### config.mk
export PLATFORM = sky130hd
export DESIGN_NAME = vedic_mac_flat
export DESIGN_NICKNAME = d
export VERILOG_FILES = /design/src/rtl/vedic_mac_if.sv /design/src/rtl/vedic_mac.sv /design/src/flat_wrapper.sv
export SDC_FILE = /design/constraint.sdc
export NUM_CORES = 1
export LEC_CHECK = 0
export BUFFER_PORTS_ARGS = -buffer_cell sky130_fd_sc_hd__buf_2
export CORE_MARGIN = 2
export CORE_UTILIZATION = 24
export CTS_BUF_LIST = sky130_fd_sc_hd__clkbuf_4
export CTS_CLUSTER_DIAMETER = 30
export CTS_CLUSTER_SIZE = 14
export DETAILED_ROUTE_END_ITERATION = 6
export MAX_ROUTING_LAYER = met4
export PLACE_DENSITY = 0.42
export SLEW_MARGIN = 20
export SYNTH_ARGS = -nofsm -noshare
export SYNTH_HDL_FRONTEND = slang
export SYNTH_SLANG_ARGS = --single-unit
### constraint.sdc
create_clock -name clk -period 8.5 [get_ports clk]
set_input_delay 0 -clock clk [delete_from_list [all_inputs] [get_ports clk]]
set_output_delay 0 -clock clk [all_outputs]
set_load 0.01 [all_outputs]
### src/rtl/vedic_mac_if.sv
// Operand/result stream bundle for vedic_mac.
// The slave modport is the MAC side and the master modport is the producer/consumer side.
interface vedic_mac_if #(
  parameter int unsigned ACC_W = 24
);
  logic             in_valid;
  logic             in_ready;
  logic [7:0]       a;
  logic [7:0]       b;
  logic             in_last;
  logic             out_valid;
  logic             out_ready;
  logic [ACC_W-1:0] result;
  logic [7:0]       count;
  logic             overflow;

  modport master (
    output in_valid, a, b, in_last, out_ready,
    input  in_ready, out_valid, result, count, overflow
  );

  modport slave (
    input  in_valid, a, b, in_last, out_ready,
    output in_ready, out_valid, result, count, overflow
  );
endinterface

### src/rtl/vedic_mac.sv
// Two-stage packet multiply-accumulate.
// Operands are registered, multiplied by vedic8x8, and summed per in_last-delimited packet.
module vedic8x8 (
  input  logic [7:0]  a,
  input  logic [7:0]  b,
  output logic [15:0] p
);
  // 4x4 Urdhva product from 2x2 partials: low*low, cross terms shifted by 2, high*high by 4.
  function automatic logic [7:0] vedic4(input logic [3:0] x, input logic [3:0] y);
    logic [3:0] q0, q1, q2, q3;
    logic [5:0] mid;
    q0  = {2'b0, x[1:0]} * {2'b0, y[1:0]};
    q1  = {2'b0, x[3:2]} * {2'b0, y[1:0]};
    q2  = {2'b0, x[1:0]} * {2'b0, y[3:2]};
    q3  = {2'b0, x[3:2]} * {2'b0, y[3:2]};
    mid = {2'b0, q1} + {2'b0, q2};
    return {q3, q0} + {mid, 2'b0};
  endfunction

  logic [7:0] r0, r1, r2, r3;
  logic [9:0] mid;

  always_comb begin
    r0  = vedic4(a[3:0], b[3:0]);
    r1  = vedic4(a[7:4], b[3:0]);
    r2  = vedic4(a[3:0], b[7:4]);
    r3  = vedic4(a[7:4], b[7:4]);
    mid = {2'b0, r1} + {2'b0, r2};
    p   = {r3, r0} + {2'b0, mid, 4'b0};
  end
endmodule

module vedic_mac #(
  parameter int unsigned ACC_W = 24
) (
  input logic        clk,
  input logic        rst_n,
  vedic_mac_if.slave bus
);
  logic [7:0]       s1_a_q, s1_a_d, s1_b_q, s1_b_d;
  logic             s1_last_q, s1_last_d, s1_v_q, s1_v_d;
  logic [ACC_W-1:0] acc_q, acc_d, result_q, result_d;
  logic             ovf_q, ovf_d, overflow_q, overflow_d;
  logic [7:0]       cnt_q, cnt_d, count_q, count_d;
  logic             out_valid_q, out_valid_d;

  logic [15:0]      prod;
  logic [ACC_W:0]   sum;
  logic             ovf_n;
  logic [7:0]       cnt_n;
  logic             adv;

  vedic8x8 u_mul (
    .a (s1_a_q),
    .b (s1_b_q),
    .p (prod)
  );

  always_comb begin
    adv   = ~(out_valid_q & ~bus.out_ready);
    sum   = {1'b0, acc_q} + {{(ACC_W - 15){1'b0}}, prod};
    ovf_n = ovf_q | sum[ACC_W];
    cnt_n = (cnt_q == 8'd255) ? cnt_q : cnt_q + 8'd1;

    s1_a_d      = s1_a_q;
    s1_b_d      = s1_b_q;
    s1_last_d   = s1_last_q;
    s1_v_d      = s1_v_q;
    acc_d       = acc_q;
    ovf_d       = ovf_q;
    cnt_d       = cnt_q;
    result_d    = result_q;
    overflow_d  = overflow_q;
    count_d     = count_q;
    out_valid_d = out_valid_q;

    if (adv) begin
      s1_a_d    = bus.a;
      s1_b_d    = bus.b;
      s1_last_d = bus.in_last;
      s1_v_d    = bus.in_valid;
      // adv with out_valid set implies out_ready, so the held result drains here.
      out_valid_d = 1'b0;
      if (s1_v_q) begin
        if (s1_last_q) begin
          result_d    = sum[ACC_W-1:0];
          overflow_d  = ovf_n;
          count_d     = cnt_n;
          out_valid_d = 1'b1;
          acc_d       = '0;
          ovf_d       = 1'b0;
          cnt_d       = 8'd0;
        end else begin
          acc_d = sum[ACC_W-1:0];
          ovf_d = ovf_n;
          cnt_d = cnt_n;
        end
      end
    end
  end

  always_ff @(posedge clk or negedge rst_n) begin
    if (!rst_n) begin
      s1_a_q      <= 8'd0;
      s1_b_q      <= 8'd0;
      s1_last_q   <= 1'b0;
      s1_v_q      <= 1'b0;
      acc_q       <= '0;
      ovf_q       <= 1'b0;
      cnt_q       <= 8'd0;
      result_q    <= '0;
      overflow_q  <= 1'b0;
      count_q     <= 8'd0;
      out_valid_q <= 1'b0;
    end else begin
      s1_a_q      <= s1_a_d;
      s1_b_q      <= s1_b_d;
      s1_last_q   <= s1_last_d;
      s1_v_q      <= s1_v_d;
      acc_q       <= acc_d;
      ovf_q       <= ovf_d;
      cnt_q       <= cnt_d;
      result_q    <= result_d;
      overflow_q  <= overflow_d;
      count_q     <= count_d;
      out_valid_q <= out_valid_d;
    end
  end

  assign bus.in_ready  = adv;
  assign bus.out_valid = out_valid_q;
  assign bus.result    = result_q;
  assign bus.count     = count_q;
  assign bus.overflow  = overflow_q;
endmodule

### src/flat_wrapper.sv
// flat-port wrapper written by rule: the top's interface ports become plain ports
module vedic_mac_flat 
#(
  parameter int unsigned ACC_W = 24
)
  (clk, rst_n, bus_in_valid, bus_a, bus_b, bus_in_last, bus_out_ready, bus_in_ready, bus_out_valid, bus_result, bus_count, bus_overflow);
  vedic_mac_if #(.ACC_W(ACC_W)) bus_i ();
  input logic clk;
  input logic rst_n;
  input wire logic [$bits(bus_i.in_valid)-1:0] bus_in_valid;
  input wire logic [$bits(bus_i.a)-1:0] bus_a;
  input wire logic [$bits(bus_i.b)-1:0] bus_b;
  input wire logic [$bits(bus_i.in_last)-1:0] bus_in_last;
  input wire logic [$bits(bus_i.out_ready)-1:0] bus_out_ready;
  output wire logic [$bits(bus_i.in_ready)-1:0] bus_in_ready;
  output wire logic [$bits(bus_i.out_valid)-1:0] bus_out_valid;
  output wire logic [$bits(bus_i.result)-1:0] bus_result;
  output wire logic [$bits(bus_i.count)-1:0] bus_count;
  output wire logic [$bits(bus_i.overflow)-1:0] bus_overflow;
  assign bus_i.in_valid = bus_in_valid;
  assign bus_i.a = bus_a;
  assign bus_i.b = bus_b;
  assign bus_i.in_last = bus_in_last;
  assign bus_i.out_ready = bus_out_ready;
  assign bus_in_ready = bus_i.in_ready;
  assign bus_out_valid = bus_i.out_valid;
  assign bus_result = bus_i.result;
  assign bus_count = bus_i.count;
  assign bus_overflow = bus_i.overflow;
  vedic_mac #(.ACC_W(ACC_W)) u_core (.clk(clk), .rst_n(rst_n), .bus(bus_i));
endmodule
==> results of run 1 <==
-- worst reg2reg max path, delay by kind of cell (launching register included) --
family                   cells  cell delay, ps
AND/OR/NAND/NOR              4             790
buffers and inverters        1              40
flip-flops                   1             570
adder cells (fa/ha/maj)      8            2730
AO/OA/AOI/OAI                8            1690
XOR/XNOR                     4             580
-- final timing paths --
| kind | startpoint | end | slack [ps] | cells after the start |
|---|---|---|---|---|
| setup / recovery | u_core.s1_a_q[4] | u_core.bus.result[23] | 1990 | 25 |
| min in group clk | bus_out_ready | u_core.bus.out_valid | 90 | 4 |
| hold / removal | rst_n | u_core.bus.overflow | 20 | 2 |
| hold reg to reg | u_core.bus.result[14] | u_core.bus.result[14] | 490 | 2 |
| setup reg to reg | u_core.s1_a_q[4] | u_core.bus.result[23] | 1990 | 25 |
| max in group asynchronous | rst_n | u_core.s1_b_q[1] | 7390 | 3 |
-- cell type report --
class | instances | share of cell area
inverters | 51 | 0.02378
well taps | 384 | 0.05968
multi-input cells | 573 | 0.5701
flip-flops and latches | 85 | 0.2642
diodes | 1 | 0.0003108
clock buffers | 9 | 0.008393
clock inverters | 6 | 0.01166
repair buffers | 78 | 0.06186
-- state kept, by name, summed over array words and instances (netlist names), 8 cells and up --
register           count
u_core.bus.result     24
u_core.cnt_q           8
u_core.s1_b_q          8
u_core.s1_a_q          8
u_core.acc_q          24
u_core.bus.count       8
-- cells in the final DEF, fill, tap and decap left out, types with 3 or more instances in the layout --
cell type / n
ha_1: 98
dfrtp_1: 85
nand2_1: 73
and2_1: 54
buf_2: 54
inv_1: 51
o21ai_0: 45
xnor2_1: 44
a21oi_1: 43
mux2_2: 25
fa_1: 19
dlygate4sd3_1: 19
a21o_1: 18
nor2_1: 18
xor2_1: 14
o21bai_1: 13
o31ai_1: 13
a22o_1: 9
clkbuf_4: 9
o21ai_1: 8
nand3_1: 7
nor2b_1: 6
or3_1: 6
buf_4: 5
nand2b_1: 4
o21a_1: 4
nor3_1: 4
and3_1: 4
a211oi_1: 3
a21boi_0: 3
a21oi_2: 3
-- repair_timing --
action                                  4_1_cts  5_1_grt
endpoints found under the setup margin        0        0
resized for setup                             0        0
hold endpoints to repair                     61        0
hold buffers                                 19        0
-- stage by stage --
step | worst slack (ps) | hold slack [ps] | cells | area [um2] | util
after floorplan | 2601 | -295.6 | 726 | 6978 | -
after global placement | 1950 | 47.44 | 1152 | 7691 | 0.2680
after detailed placement | 1901 | 48.56 | 1152 | 7691 | 0.2680
after CTS | 1894 | 9.699 | 1186 | 8043 | 0.2802
after global routing | 1456 | 49.64 | 1187 | 8050 | 0.2805
final | 1988 | 19.67 | 1187 | 8050 | 0.2805
-- cell usage after synthesis, types with 14 or more instances --
master   number  area (um2)
a21o_1       18       135.1
a21oi_1      43       215.2
and2_1       54       337.8
dfrtp_1      85        2127
fa_1         19       380.4
ha_1         98        1226
inv_1        51       191.4
mux2_2       25       281.5
nand2_1      74       277.8
nor2_1       18       67.56
o21ai_0      45       225.2
xnor2_1      44       385.4
xor2_1       14       122.6
-- cells by family (layout without fill, tap and decap cells) --
| group | after synthesis | in the layout | synth area share |
|---|---|---|---|
| AND/OR/NAND/NOR | 187 | 187 | 0.1341 |
| flip-flops | 85 | 85 | 0.3048 |
| AO/OA/AOI/OAI | 184 | 184 | 0.1763 |
| other | 0 | 1 | 0 |
| multiplexers | 27 | 27 | 0.04321 |
| XOR/XNOR | 58 | 58 | 0.07280 |
| buffers and inverters | 68 | 144 | 0.03855 |
| adder cells (fa/ha/maj) | 117 | 117 | 0.2302 |
-- per-layer routing --
metal,part of all wire,track usage,wire length [um]
met5,0,-,0
met2,0.46,0.1896,7915
met1,0.51,0.1648,8742
met3,0.014,0.01312,238
met4,0.0097,0.03021,166
==> flow_summary.toml, run 1 <==
[setup_path]
cp-end-kind = "flop"
path_max_fanout = 9
crit_type = "flop to flop"
slowest_stage = "dfrtp_1"
slowest_delay_ps = 570
crit_family = "adder cells"
worst-path-buf-inv = 1
cp_common_cell = "ha_1"
start_kind = "flop"
worst_ep_required_time_ps = 8840
crit_arrival_ps = 6860

[run_status]
status = "finished, final reports clean"

[job]
maxCapViolCount = 0

[drt]
drc_errors = 0
viasPerCell = 4.404
wl_mm = 17.06
wl_per_cell_um = 14.37
drt_pass1_iterations = 4
vias = 5228
ant_nets = 0
initialDrtViolationCount = 272

[clock_tree]
clockRootBuffer = "clkbuf_4"
clockBufferDepth = 2
clock_latency_ps = 500
cts_tree = "yes"
cts_htree_levels = 3
post_cts_buffers = 0
path_clk_slew_ps = 190
numCtsBuffers = 9
cts_sinks = 85

[floorplanning]
start_util = 0.2431
dieWidth_um = 174.5
die_y_um = 174.5
die_area_um2 = 30460
rows = 62
io_pins = 56
core_area_um2 = 28700

[yosys]
synth_top_flop_cell = "dfrtp_1"
syn-num-nets = 864
ys_types = 58
synth_edf_count = 0
ys_ff_latch = 85
syn_inst = 726
async_reset_ff_frac = 1.000
yosysSeqAreaShare = 0.3048
yosysWarnings = 0
syn_avg_cell_area_um2 = 9.611
synth_area_um2 = 6978

[sta]
hold_viol = 0
fin_crit_sh = 0.7661
finalMaxSlewViolations = 0
tightest_slew_ps = 821.5
max-slew-margin-rel = 0.4524
clock_skew_ps = 43.12
fmax_mhz = 153.6
grt_setup_unrepaired = "no"
period_needed_ps = 6512
setup-tns-final_ps = 0
setup_viol_count_final = 0

[global_route]
grt_max_degree = 60
track_usage = 0.1202
grt_pass1_wl_mm = 28.29
grt_antenna_before_repair = 1
grt.overflow.total = 0
grt_pass1_vias = 5294

[cells_and_area]
seq_area_um2 = 2127
multi_input_area_um2 = 4589
nNetsFinal = 936
n_fill_cell = 3134
syn2layout_area_growth_pct = 15.37
drive_gt1_frac = 0.1421

[hold_path]
hold_path_class = "primary input to async pin"

[place]
port_buffers = 55
place.gp.congestion = 0.7608
dpl.hpwl_mm = 12.82
Power of run 1 is not shown: default switching activity piles up to over one toggle a cycle in this logic, so the estimate is an artifact.
==> run 2: changes to the inputs <==
- clock period: 8.5 -> 6.4 ns (I/O delays scaled with it)
==> run 2 against run 1 <==
  * Die area unchanged
  * Cell count up 2.6%
  * Sequential share of layout area down 1.2 points
  * Routed wire length up 3.7%
  * Largest cell class unchanged
  * Critical endpoint is now u_core.acc_q[18]
==> flow_summary.toml, run 2 (synthesis gave the netlist of run 1 again) <==
[job]
maxCapViolCount = 0

[floorplanning]
die_y_um = 174.5
dieWidth_um = 174.5
die_area_um2 = 30460
io_pins = 56
start_util = 0.2431
core_area_um2 = 28700
rows = 62

[setup_path]
crit_arrival_ps = 6470
path_max_fanout = 4
cp_common_cell = "ha_1"
rrSetupSlack_ps = 340
worst-path-buf-inv = 1
cp-end-kind = "flop"
slowest_stage = "fa_1"
crit_type = "flop to flop"
r2r-start = "u_core.s1_a_q[0]"
endpoint = "u_core.acc_q[18]"
start_kind = "flop"
slowest_delay_ps = 600
crit_start = "u_core.s1_a_q[0]"
worst_ep_required_time_ps = 6810
crit_cells = 26
worst_r2r_path_depth = 26
r2r-end = "u_core.acc_q[18]"
crit_family = "adder cells"

[hold_path]
hold_path_class = "primary input to async pin"

[drt]
vias = 5361
drt_pass1_iterations = 4
drc_errors = 0
initialDrtViolationCount = 172
wl_per_cell_um = 14.52
viasPerCell = 4.401
wl_mm = 17.69
ant_nets = 0

[cells_and_area]
mostFrequentLayoutCell = "ha_1"
syn2layout_area_growth_pct = 20.93
seq_area_um2 = 2130
multi_input_area_um2 = 4752
drive_gt1_frac = 0.2101
nNetsFinal = 966
utilization = 0.2940
n_fill_cell = 3096
final_cell_mix = "91 x ha_1, 83 x dfrtp_1, 71 x nand2_1"
fin_area_um2 = 8438

[run_status]
status = "finished, final reports clean"

[sta]
period_needed_ps = 6061
tightest_slew_ps = 834.0
fmax_mhz = 165.0
whs_ps = 24.52
max-slew-margin-rel = 0.4440
setup_viol_count_final = 0
finalMaxSlewViolations = 0
hold_viol = 0
fin_crit_sh = 0.9471
setup-tns-final_ps = 0
clock_skew_ps = 35.05

[global_route]
grt_pass1_wl_mm = 29.23
grt_pass1_vias = 5540
track_usage = 0.1238
grt_antenna_before_repair = 1
grt.overflow.total = 0
grt_max_degree = 60

[clock_tree]
clockBufferDepth = 2
cts_htree_levels = 3
clock_latency_ps = 490
cts_tree = "yes"
clockRootBuffer = "clkbuf_4"
cts_sinks = 85
path_clk_slew_ps = 190
numCtsBuffers = 9

[place]
dpl.hpwl_mm = 13.15
place_area_um2 = 7864
place.gp.congestion = 0.7555
port_buffers = 55
## run 2: changes by cell type in the layout (fill, tap and decap cells not counted), moves of 4 or more
cell and change:
ha_1 -7, a21oi_2 +9, o21ai_0 -4, buf_4 +30, ha_4 +5, a21oi_1 -11
## run 2: worst min-delay path by stage
| stage | start | endpoint | slack (ps) | cells past startpoint |
|---|---|---|---|---|
| 6_report | rst_n | u_core.bus.count[6] | 20 | 2 |
| 2_1_floorplan | rst_n | u_core.acc_q[0] | -300 | 0 |
| 3_3_place_gp | rst_n | u_core.bus.count[6] | 50 | 1 |
| 3_5_place_dp | rst_n | u_core.bus.count[6] | 40 | 1 |
| 4_1_cts | rst_n | u_core.cnt_q[6] | 30 | 2 |
| 5_1_grt | rst_n | u_core.cnt_q[6] | 40 | 2 |
## run 2: stage by stage
stage               cells  setup slack (ps)
floorplan             726             501.0
global placement     1175            -63.69
detailed placement   1175            -6.137
CTS                  1210             42.51
global route         1218            -9.326
finish               1218             338.8
## run 2: layout make-up
class / instances / share of cell area
Sequential cell: 85 / 0.2524
Tap cell: 384 / 0.05694
Inverter: 51 / 0.02269
Multi-Input combinational cell: 573 / 0.5632
Clock inverter: 7 / 0.01082
Clock buffer: 9 / 0.008007
Timing Repair Buffer: 108 / 0.08571
Antenna cell: 1 / 0.0002966
## run 2: what timing repair did
| action | 4_1_cts | 5_1_grt |
|---|---|---|
| setup endpoints to repair | 2 | 26 |
| resized for setup | 1 | 37 |
| endpoints found under the hold margin | 59 | 0 |
| pin swaps | 0 | 25 |
| hold buffers | 19 | 0 |
| buffers inserted | 0 | 7 |
## run 2: metal layers
layer / vias up / global-route usage / routed length (um)
li1: 2727 / - / -
met1: 2584 / 0.1709 / 9110
met2: 38 / 0.1936 / 8156
met3: 12 / 0.01597 / 255
met4: 0 / 0.02813 / 166
met5: - / - / 0
Power of run 2 is left out for the same reason.
==> run 3: changes to the inputs <==
- CAP_MARGIN: default -> 30
- CORE_UTILIZATION: 24 -> 40
- PLACE_DENSITY: 0.42 -> 0.6
- SLEW_MARGIN: 20 -> 30
==> run 3 against run 2 <==
  * Worst setup slack worse by 23 ps
  * Non-clock buffer count down 5
  * Sequential share of layout area up 0.97 points
  * Register-to-register slack worse by 20 ps
  * Core utilization up 18 points
  * Die area down 39%
  * Via count down 1.4%
  * Flip-flop and latch count unchanged
  * First-iteration DRC count up 17%
  * Critical path type unchanged
==> flow_summary.toml, run 3 (synthesis gave the netlist of run 1 again) <==
[place]
port_buffers = 55
dp.cells = 1011
dpl.hpwl_mm = 11.24
place.gp.congestion = 0.8314
place_area_um2 = 7632

[cells_and_area]
drive_gt1_frac = 0.2005
syn2layout_area_growth_pct = 16.59
final_cell_mix = "92 x ha_1, 81 x dfrtp_1, 70 x nand2_1"
mostFrequentLayoutCell = "ha_1"
fin_cells = 1054
nNetsFinal = 961
utilization = 0.4736
fin_area_um2 = 8135

[global_route]
grt.overflow.total = 0
grt_pass1_wl_mm = 25.45
grt_pass1_vias = 5218
track_usage = 0.1776
grt_max_degree = 60
grt_antenna_before_repair = 1

[sta]
clock_skew_ps = 23.72
max-slew-margin-rel = 0.4822
period_needed_ps = 6084
hold_viol = 0
fin_crit_sh = 0.9507
setup-tns-final_ps = 0
tightest_slew_ps = 776.6
fmax_mhz = 164.4
finalMaxSlewViolations = 0
setup_viol_count_final = 0

[setup_path]
path_max_fanout = 6
crit_type = "flop to flop"
rrSetupSlack_ps = 320
crit_arrival_ps = 6460
worst_ep_required_time_ps = 6770
start_kind = "flop"
cp-end-kind = "flop"
worst_r2r_path_depth = 26

[drt]
drt_pass1_iterations = 5
vias = 5284
wl_mm = 15.24
wl_per_cell_um = 14.46
viasPerCell = 5.013
initialDrtViolationCount = 201
drc_errors = 0
ant_nets = 0

[floorplanning]
core_area_um2 = 17180
start_util = 0.4062
die_area_um2 = 18520
rows = 48
io_pins = 56
dieWidth_um = 136.1
die_y_um = 136.1

[clock_tree]
clockRootBuffer = "clkbuf_4"
clockBufferDepth = 2
cts_htree_levels = 3
cts_sinks = 85
cts_tree = "yes"
numCtsBuffers = 9
clock_latency_ps = 470
path_clk_slew_ps = 170

[run_status]
status = "finished, final reports clean"

[job]
maxCapViolCount = 0

[hold_path]
hold_path_class = "primary input to async pin"
==> run 3: per-layer routing <==
layer | up-vias | part of all wire | track usage
li1 | 2725 | - | -
met4 | 0 | 0.0057 | 0.04282
met5 | - | 0 | -
met2 | 58 | 0.48 | 0.2792
met1 | 2496 | 0.49 | 0.2406
met3 | 5 | 0.030 | 0.02871
==> run 3: critical path: stages, from the launching register on <==
cell	delay, ps
dfrtp_2	460
nand2_1	100
fa_2	540
inv_1	40
ha_1	260
ha_1	220
fa_1	540
ha_4	220
a21o_1	190
a21oi_2	140
xnor2_1	130
ha_1	280
a21oi_1	150
o21ai_1	90
xor2_1	160
ha_2	190
or3_4	380
o211ai_1	190
a21boi_1	90
xor2_1	160
ha_1	350
nand2_2	80
a2111oi_4	320
o31ai_4	180
a21oi_2	230
o21ai_1	80
a22o_1	230
==> run 3: repair_timing <==
item,CTS,global route
endpoints found under the hold margin,62,0
gates resized for setup,0,33
setup endpoints to repair,0,25
setup buffers,0,7
hold buffers,19,0
==> run 3: through the flow <==
stage | setup WS [ps] | hold slack [ps]
global placement | 42.46 | 32.75
global route | -25.23 | 72.29
finish | 315.7 | 33.93
CTS | 11.33 | 28.10
detailed placement | 30.48 | 39.21
floorplan | 501.0 | -295.6
==> run 3: path summary, 6_finish.rpt <==
check | startpoint | end
worst max-delay path | u_core.s1_b_q[2] | u_core.acc_q[18]
worst min-delay path | rst_n | u_core.bus.count[7]
worst max register to register | u_core.s1_b_q[2] | u_core.acc_q[18]
worst min register to register | u_core.bus.result[19] | u_core.bus.result[19]
max in group asynchronous | rst_n | u_core.s1_b_q[3]
min in group clk | bus_out_ready | u_core.bus.out_valid
==> run 3: area by class of cell <==
type	instances	area, um2
Inverter	51	191.4
Antenna cell	1	2.502
Multi-Input combinational cell	573	4713
Timing Repair Buffer	103	685.7
Sequential cell	85	2132
Fill cell	1700	9041
Clock buffer	9	67.56
Tap cell	225	281.5
Clock inverter	7	61.31
Power of run 3 is left out for the same reason.
